==> config.mk <==
export PLATFORM = sky130hd
export DESIGN_NAME = uv_apb_to_bus
export DESIGN_NICKNAME = d
export VERILOG_FILES = /design/src/rtl/uv_apb_to_bus.sv
export SDC_FILE = /design/constraint.sdc
export NUM_CORES = 1
export LEC_CHECK = 0
export CORE_MARGIN = 4
export CORE_UTILIZATION = 35
export CTS_CLUSTER_DIAMETER = 50
export DETAILED_ROUTE_END_ITERATION = 10
export GPL_TIMING_DRIVEN = 0
export PLACE_DENSITY = 0.82
export SKIP_LAST_GASP = 1
export SLEW_MARGIN = 20
export SYNTH_ARGS = -nofsm -noshare
export SYNTH_HDL_FRONTEND = slang
export SYNTH_SLANG_ARGS = --single-unit
==> constraint.sdc <==
create_clock -name clk -period 4.3 [get_ports clk]
set_input_delay 0.43 -clock clk [delete_from_list [all_inputs] [get_ports clk]]
set_output_delay 0.43 -clock clk [all_outputs]
set_load 0.1 [all_outputs]
==> src/rtl/uv_apb_to_bus.sv <==
// APB completer that turns each APB transfer into one bus request/response pair.
// Optional response timeout with drain of the late response: define UV_APB_TO_BUS_TIMEOUT_EN.
module uv_apb_to_bus #(
  parameter int unsigned ALEN        = 12,
  parameter int unsigned DLEN        = 32,
  parameter int unsigned MLEN        = DLEN / 8,
  parameter int unsigned RSP_TIMEOUT = 256
) (
  input  logic            clk,
  input  logic            rst_n,
  input  logic            apb_psel,
  input  logic            apb_penable,
  input  logic [2:0]      apb_pprot,
  input  logic [ALEN-1:0] apb_paddr,
  input  logic [MLEN-1:0] apb_pstrb,
  input  logic            apb_pwrite,
  input  logic [DLEN-1:0] apb_pwdata,
  output logic [DLEN-1:0] apb_prdata,
  output logic            apb_pready,
  output logic            apb_pslverr,
  output logic            bus_req_vld,
  input  logic            bus_req_rdy,
  output logic            bus_req_read,
  output logic [ALEN-1:0] bus_req_addr,
  output logic [MLEN-1:0] bus_req_mask,
  output logic [DLEN-1:0] bus_req_data,
  input  logic            bus_rsp_vld,
  output logic            bus_rsp_rdy,
  input  logic [1:0]      bus_rsp_excp,
  input  logic [DLEN-1:0] bus_rsp_data
);

  typedef enum logic [1:0] {StIdle, StReq, StRsp, StDone} state_e;

  state_e          state_q, state_d;
  logic [ALEN-1:0] addr_q, addr_d;
  logic [MLEN-1:0] mask_q, mask_d;
  logic [DLEN-1:0] data_q, data_d;
  logic            read_q, read_d;
  logic            req_vld_q, req_vld_d;
  logic            rsp_rdy_q, rsp_rdy_d;
  logic            pready_q, pready_d;
  logic            pslverr_q, pslverr_d;
  logic [DLEN-1:0] prdata_q, prdata_d;
  logic            drain_busy;

  logic unused_pprot;
  assign unused_pprot = ^apb_pprot;

`ifdef UV_APB_TO_BUS_TIMEOUT_EN
  localparam int unsigned CntW = $clog2(RSP_TIMEOUT + 1);
  logic [CntW-1:0] cnt_q, cnt_d;
  logic            drain_q, drain_d;
  assign drain_busy = drain_q;
`else
  assign drain_busy = 1'b0;
`endif

  always_comb begin
    state_d   = state_q;
    addr_d    = addr_q;
    mask_d    = mask_q;
    data_d    = data_q;
    read_d    = read_q;
    req_vld_d = req_vld_q;
    rsp_rdy_d = rsp_rdy_q;
    pready_d  = 1'b0;
    pslverr_d = pslverr_q;
    prdata_d  = prdata_q;
`ifdef UV_APB_TO_BUS_TIMEOUT_EN
    cnt_d     = cnt_q;
    drain_d   = drain_q;
`endif
    unique case (state_q)
      StIdle: begin
        if (apb_psel && !apb_penable && !drain_busy) begin
          addr_d    = apb_paddr;
          read_d    = ~apb_pwrite;
          data_d    = apb_pwdata;
          mask_d    = apb_pwrite ? apb_pstrb : '1;
          req_vld_d = 1'b1;
          state_d   = StReq;
        end
      end
      StReq: begin
        if (bus_req_rdy) begin
          req_vld_d = 1'b0;
          rsp_rdy_d = 1'b1;
          state_d   = StRsp;
`ifdef UV_APB_TO_BUS_TIMEOUT_EN
          cnt_d     = '0;
`endif
        end
      end
      StRsp: begin
        if (bus_rsp_vld) begin
          prdata_d  = read_q ? bus_rsp_data : '0;
          pslverr_d = |bus_rsp_excp;
          rsp_rdy_d = 1'b0;
          pready_d  = 1'b1;
          state_d   = StDone;
        end
`ifdef UV_APB_TO_BUS_TIMEOUT_EN
        else if (cnt_q == CntW'(RSP_TIMEOUT - 1)) begin
          // Give up on the response; rsp_rdy stays high so the late one is drained.
          prdata_d  = '0;
          pslverr_d = 1'b1;
          pready_d  = 1'b1;
          drain_d   = 1'b1;
          state_d   = StDone;
        end else begin
          cnt_d = cnt_q + 1'b1;
        end
`endif
      end
      StDone: state_d = StIdle;
      default: state_d = StIdle;
    endcase
`ifdef UV_APB_TO_BUS_TIMEOUT_EN
    if (drain_q && bus_rsp_vld) begin
      drain_d   = 1'b0;
      rsp_rdy_d = 1'b0;
    end
`endif
  end

  always_ff @(posedge clk or negedge rst_n) begin
    if (!rst_n) begin
      state_q   <= StIdle;
      addr_q    <= '0;
      mask_q    <= '0;
      data_q    <= '0;
      read_q    <= 1'b0;
      req_vld_q <= 1'b0;
      rsp_rdy_q <= 1'b0;
      pready_q  <= 1'b0;
      pslverr_q <= 1'b0;
      prdata_q  <= '0;
`ifdef UV_APB_TO_BUS_TIMEOUT_EN
      cnt_q     <= '0;
      drain_q   <= 1'b0;
`endif
    end else begin
      state_q   <= state_d;
      addr_q    <= addr_d;
      mask_q    <= mask_d;
      data_q    <= data_d;
      read_q    <= read_d;
      req_vld_q <= req_vld_d;
      rsp_rdy_q <= rsp_rdy_d;
      pready_q  <= pready_d;
      pslverr_q <= pslverr_d;
      prdata_q  <= prdata_d;
`ifdef UV_APB_TO_BUS_TIMEOUT_EN
      cnt_q     <= cnt_d;
      drain_q   <= drain_d;
`endif
    end
  end

  assign apb_prdata   = prdata_q;
  assign apb_pready   = pready_q;
  assign apb_pslverr  = pslverr_q;
  assign bus_req_vld  = req_vld_q;
  assign bus_req_read = read_q;
  assign bus_req_addr = addr_q;
  assign bus_req_mask = mask_q;
  assign bus_req_data = data_q;
  assign bus_rsp_rdy  = rsp_rdy_q;

endmodule

Word-level counts from Yosys, hierarchy flattened
Index checks and enable logic that the tools add are counted.
{"block": "totals", "reg_bits": 87, "in_bits": 92, "out_inout_bits": 85, "elab_cells": 42}
{"block": "op_classes", "eq_ne": 6, "n_mux": 14, "n_bitwise": 1, "reduce_logical": 11}
{"cell": "32-bit 2-to-1 mux", "count": 1}
{"cell": "3-bit AND reduction", "count": 3}
{"cell": "2-bit case mux with 4 select lines", "count": 1}
{"cell": "1-bit 2-to-1 mux", "count": 6}
{"cell": "2-bit 2-to-1 mux", "count": 3}
{"cell": "2-bit != test, second input constant", "count": 3}
{"cell": "2-bit equality test, second input constant", "count": 2}
{"cell": "4-bit 2-to-1 mux", "count": 1}
{"cell": "1-bit case mux with 2 select lines", "count": 2}
{"cell": "2-bit AND reduction", "count": 2}
{"cell": "2-bit nonzero test", "count": 2}
{"cell": "2-bit by 1-bit equality test with 1-bit output, second input constant", "count": 1}
{"cell": "2-bit logical NOT", "count": 1}
{"cell": "2-bit OR reduction", "count": 1}
{"cell": "1-bit logical AND", "count": 1}
{"cell": "1-bit logical NOT", "count": 1}
{"cell": "1-bit inverter", "count": 1}

Depth between registers and ports, before layout
{"block": "logic_depth", "word_depth": 4, "ltp_mapped": 7, "mapped_depth_nobuf": 6}

Worst setup path before layout
Ideal clock, no wire load.
{"block": "synth_path", "path_type": "reg-to-reg", "start": "register read_q (netlist: bus_req_read)", "end": "register prdata_q[10] (netlist: apb_prdata[10])", "setup_ps": 83, "t_arrival_ps": 1610, "t_required_ps": 4217, "path_slack_ps": 2607, "path_stages_with_launch": 5, "n_path_buf": 2, "period_less_slack_ps": 1693, "path_cell_list": "dfrtp_1 clkbuf_1 clkbuf_1 nand2_1 o21ai_0"}
{"block": "synth_between", "elab_chain_cells": 1}
{"element": "from (decl)", "line_no": "39", "source": "logic read_q, read_d;"}
{"element": "from (signal assigned)", "line_no": "148", "source": "read_q <= read_d;"}
{"element": "32-bit 2-to-1 mux", "line_no": "97", "source": "prdata_d = read_q ? bus_rsp_data : '0;"}
{"element": "to (signal assigned)", "line_no": "153", "source": "prdata_q <= prdata_d;"}
{"element": "to (decl)", "line_no": "44", "source": "logic [DLEN-1:0] prdata_q, prdata_d;"}
Every way passes these cells.
A chain may end at the register's enable or synchronous reset.

Worst setup path after layout
{"block": "layout_path", "start": "register req_vld_q (netlist: bus_req_vld)", "end": "output bus_req_vld"}
{"element": "from (decl)", "line_no": "40", "source": "logic req_vld_q, req_vld_d;"}
{"element": "from (signal assigned)", "line_no": "149", "source": "req_vld_q <= req_vld_d;"}
{"element": "to (decl)", "line_no": "21", "source": "output logic bus_req_vld,"}
No word-level cell between the ends.

==> key figures <==
Floorplanning
  • Io pins: between 150 and 200
  • Total core area: 9370 µm²
  • Die Span X: between 100 and 150 µm
  • Site Rows: 35
  • Initial core utilization: between 30% and 40%
  • Die Ht: approximately 110 µm
  • Die area: between 10000 and 15000 µm²

Flow run
  • Max-cap viol count: 0

Hold path
  • Worst hold path type: in -> async

Setup path
  • WP buf/inv: 1
  • WP data required: 3870 ps
  • Worst path cell trace: clkdlybuf4s50_1
  • CP Launch Type: flip-flop
  • Crit-path max FO: 3
  • Setup CP Type: reg -> out
  • Critical path's top delay family: buffers and inverters
  • Max stage delay on crit path: approximately 1200 ps
  • Arr. time, crit path: 1900 ps
  • Critical path's slowest cell: clkdlybuf4s50_1
  • Worst Setup End Kind: output port

Detailed routing
  • Drt wl/cell: approximately 15 µm
  • Vias/cell: 4.58
  • DRC Markers: 0
  • Vias: 2781
  • Antenna-violating nets left: 0
  • Initial DRC Count: 80
  • Drt pass-1 iters: 4
  • Drt total wl: 9.14 mm

Clock tree
  • Root buffer cell: clkbuf_8
  • CTS Buf Count: 9
  • Clock-pin transition on the worst setup and hold timing paths: 90 ps
  • CTS H-Tree Depth: 3
  • PostCTS Resize Cnt: 0
  • CTS tree: yes
  • Sink Count: 87
  • Setup bufs post-CTS: 0
  • Clk Latency, worst-skew pair: around 350 ps
  • CTS Hold Buffers Added: 0
  • Clk buf depth: 2

Synthesis
  • Yosys reg bits: just under 90
  • Distinct cells, synth: 19
  • Syn_area_per_cell: ~12 µm²
  • Post-synthesis cell count: 289
  • Synth Cell Area: between 3000 and 4000 µm²
  • Register area share after synthesis: between 60 and 70%
  • Synthesis Warnings: 0
  • Syn nets: between 300 and 400

Cells and area
  • Filler cell count: around 800
  • Inserted Diodes: 0
  • Share of cells above drive strength 1: between 10% and 20%
  • Final nets: roughly 570
  • Final instance area: around 5500 µm²
  • Final Util: between 50% and 60%
  • Area Overhead vs Synth: 60.9%

Timing
  • Period utilisation layout: a little over half
  • Highest clock rate: approximately 0.43 GHz
  • Final hold viol count: 0
  • Final Max Tran Viols: 0
  • # setup viols final: 0
  • Post-route minimum period: roughly 2300 ps
  • RSZ-0062 raised after global routing: no
  • Fin Clk Skew: 13.8 ps
  • Measured slew at the worst slew-check pin: 1020 ps
  • Slew margin rel.: around a third

GRT
  • Global Route Usage Sum: 16.2%
  • First-pass GRT wire length: 14.5 mm
  • Largest net degree at the start of global routing: between 40 and 50
  • Initial antenna violation count: 0
  • Vias in the first global route: about 2900
  • GRT Residual Overflow: 0

Outcome
  • Status: finished clean

Place
  • DP Area: 5340 µm²
  • Gpl congestion: between 0.7 and 0.8
  • Port Buffer Count: between 150 and 200
  • Hpwl dp: between 7 and 8 mm
## logic make-up (layout without fill, tap and decap cells)
group | after synthesis | in the layout | share of synthesized area (%)
DFF | 87 | 87 | 63.4
AOI/OAI and AO/OA | 43 | 43 | 6.71
and+or+nand+nor | 84 | 84 | 9.95
muxes | 47 | 47 | 15.3
buffers and inverters | 23 | 212 | 2.73
adders and majority gates | 5 | 5 | 1.82
## cells in the final DEF (no fill, tap or decap)
cell type	count
a222oi_1	1
nand3b_1	1
and2b_2	1
mux2i_1	2
nand2_1	74
clkbuf_1	13
nor2b_1	6
dfrtp_1	87
mux2_2	44
buf_12	1
buf_2	6
inv_1	6
buf_4	1
mux2_1	1
o22ai_1	1
o21ai_0	38
nor2_1	1
clkinv_2	2
clkinvlp_4	1
bufinv_16	1
clkbuf_8	9
a211oi_1	2
ha_1	5
a22o_1	1
nand2b_1	1
clkdlybuf4s50_1	172
## synthesized netlist by cell type, drive strengths merged
cell | n | share of area [%]
o21ai | 38 | 5.5
a222oi | 1 | 0.29
a211oi | 2 | 0.44
nor2 | 1 | 0.11
o22ai | 1 | 0.18
dfrtp | 87 | 63
a22o | 1 | 0.26
nand3b | 1 | 0.22
ha | 5 | 1.8
mux2 | 45 | 15
mux2i | 2 | 0.58
clkbuf | 11 | 1.2
and2b | 1 | 0.26
nor2b | 6 | 1.1
nand2 | 74 | 8.1
nand2b | 1 | 0.18
buf | 6 | 0.87
inv | 6 | 0.66
## per-layer routing
layer  track usage (%)  routed length (µm)
met5                 0                   0
met4              6.39                 211
met3              4.94                 625
met2              28.1                4610
met1              18.5                3690
## worst paths after layout
path / startpoint / slack, ps / endpoint / depth (start not counted)
worst max-delay path: bus_req_vld$_DFFE_PN0P_ / 1970 / bus_req_vld / 1
worst min-delay path: rst_n / 60 / apb_prdata[5]$_DFFE_PN0P_ / 1
worst max register to register: state_q[1]$_DFFE_PN0P_ / 2500 / bus_req_addr[6]$_DFFE_PN0P_ / 6
worst min register to register: apb_prdata[22]$_DFFE_PN0P_ / 480 / apb_prdata[22]$_DFFE_PN0P_ / 2
max in group asynchronous: rst_n / 3590 / bus_req_addr[6]$_DFFE_PN0P_ / 2
min in group clk: apb_prdata[22]$_DFFE_PN0P_ / 480 / apb_prdata[22]$_DFFE_PN0P_ / 2
## metrics by stage
stage | hold slack, ps | setup WS, ps | cells | setup TNS, ps
5_1_grt | 83.5 | 1910 | 607 | 0
4_1_cts | 78.5 | 1940 | 607 | 0
3_3_place_gp | 457 | -278 | 591 | -23670
6_report | 63.4 | 1970 | 607 | 0
2_1_floorplan | 134 | 2610 | 289 | 0
3_5_place_dp | 466 | 2280 | 592 | 0
## layout make-up
class	instances	area (µm²)	area share (%)
Buffer	17	71.3	1.29
Clock buffer	11	131	2.38
Clock inverter	4	47.5	0.861
Inverter	6	22.5	0.408
Multi-Input combinational cell	179	1160	21.0
Sequential cell	87	2180	39.4
Tap cell	129	161	2.92
Timing Repair Buffer	174	1750	31.7
## flip-flops by register name, summed over array words and instances, names as in the netlist
signal	count
apb_pslverr	1
bus_req_mask	4
apb_prdata	32
bus_rsp_rdy	1
apb_pready	1
bus_req_read	1
bus_req_addr	12
bus_req_data	32
bus_req_vld	1
state_q	2
Power is not shown: default switching activity piles up to over one toggle a cycle in this logic, so the estimate is an artifact.
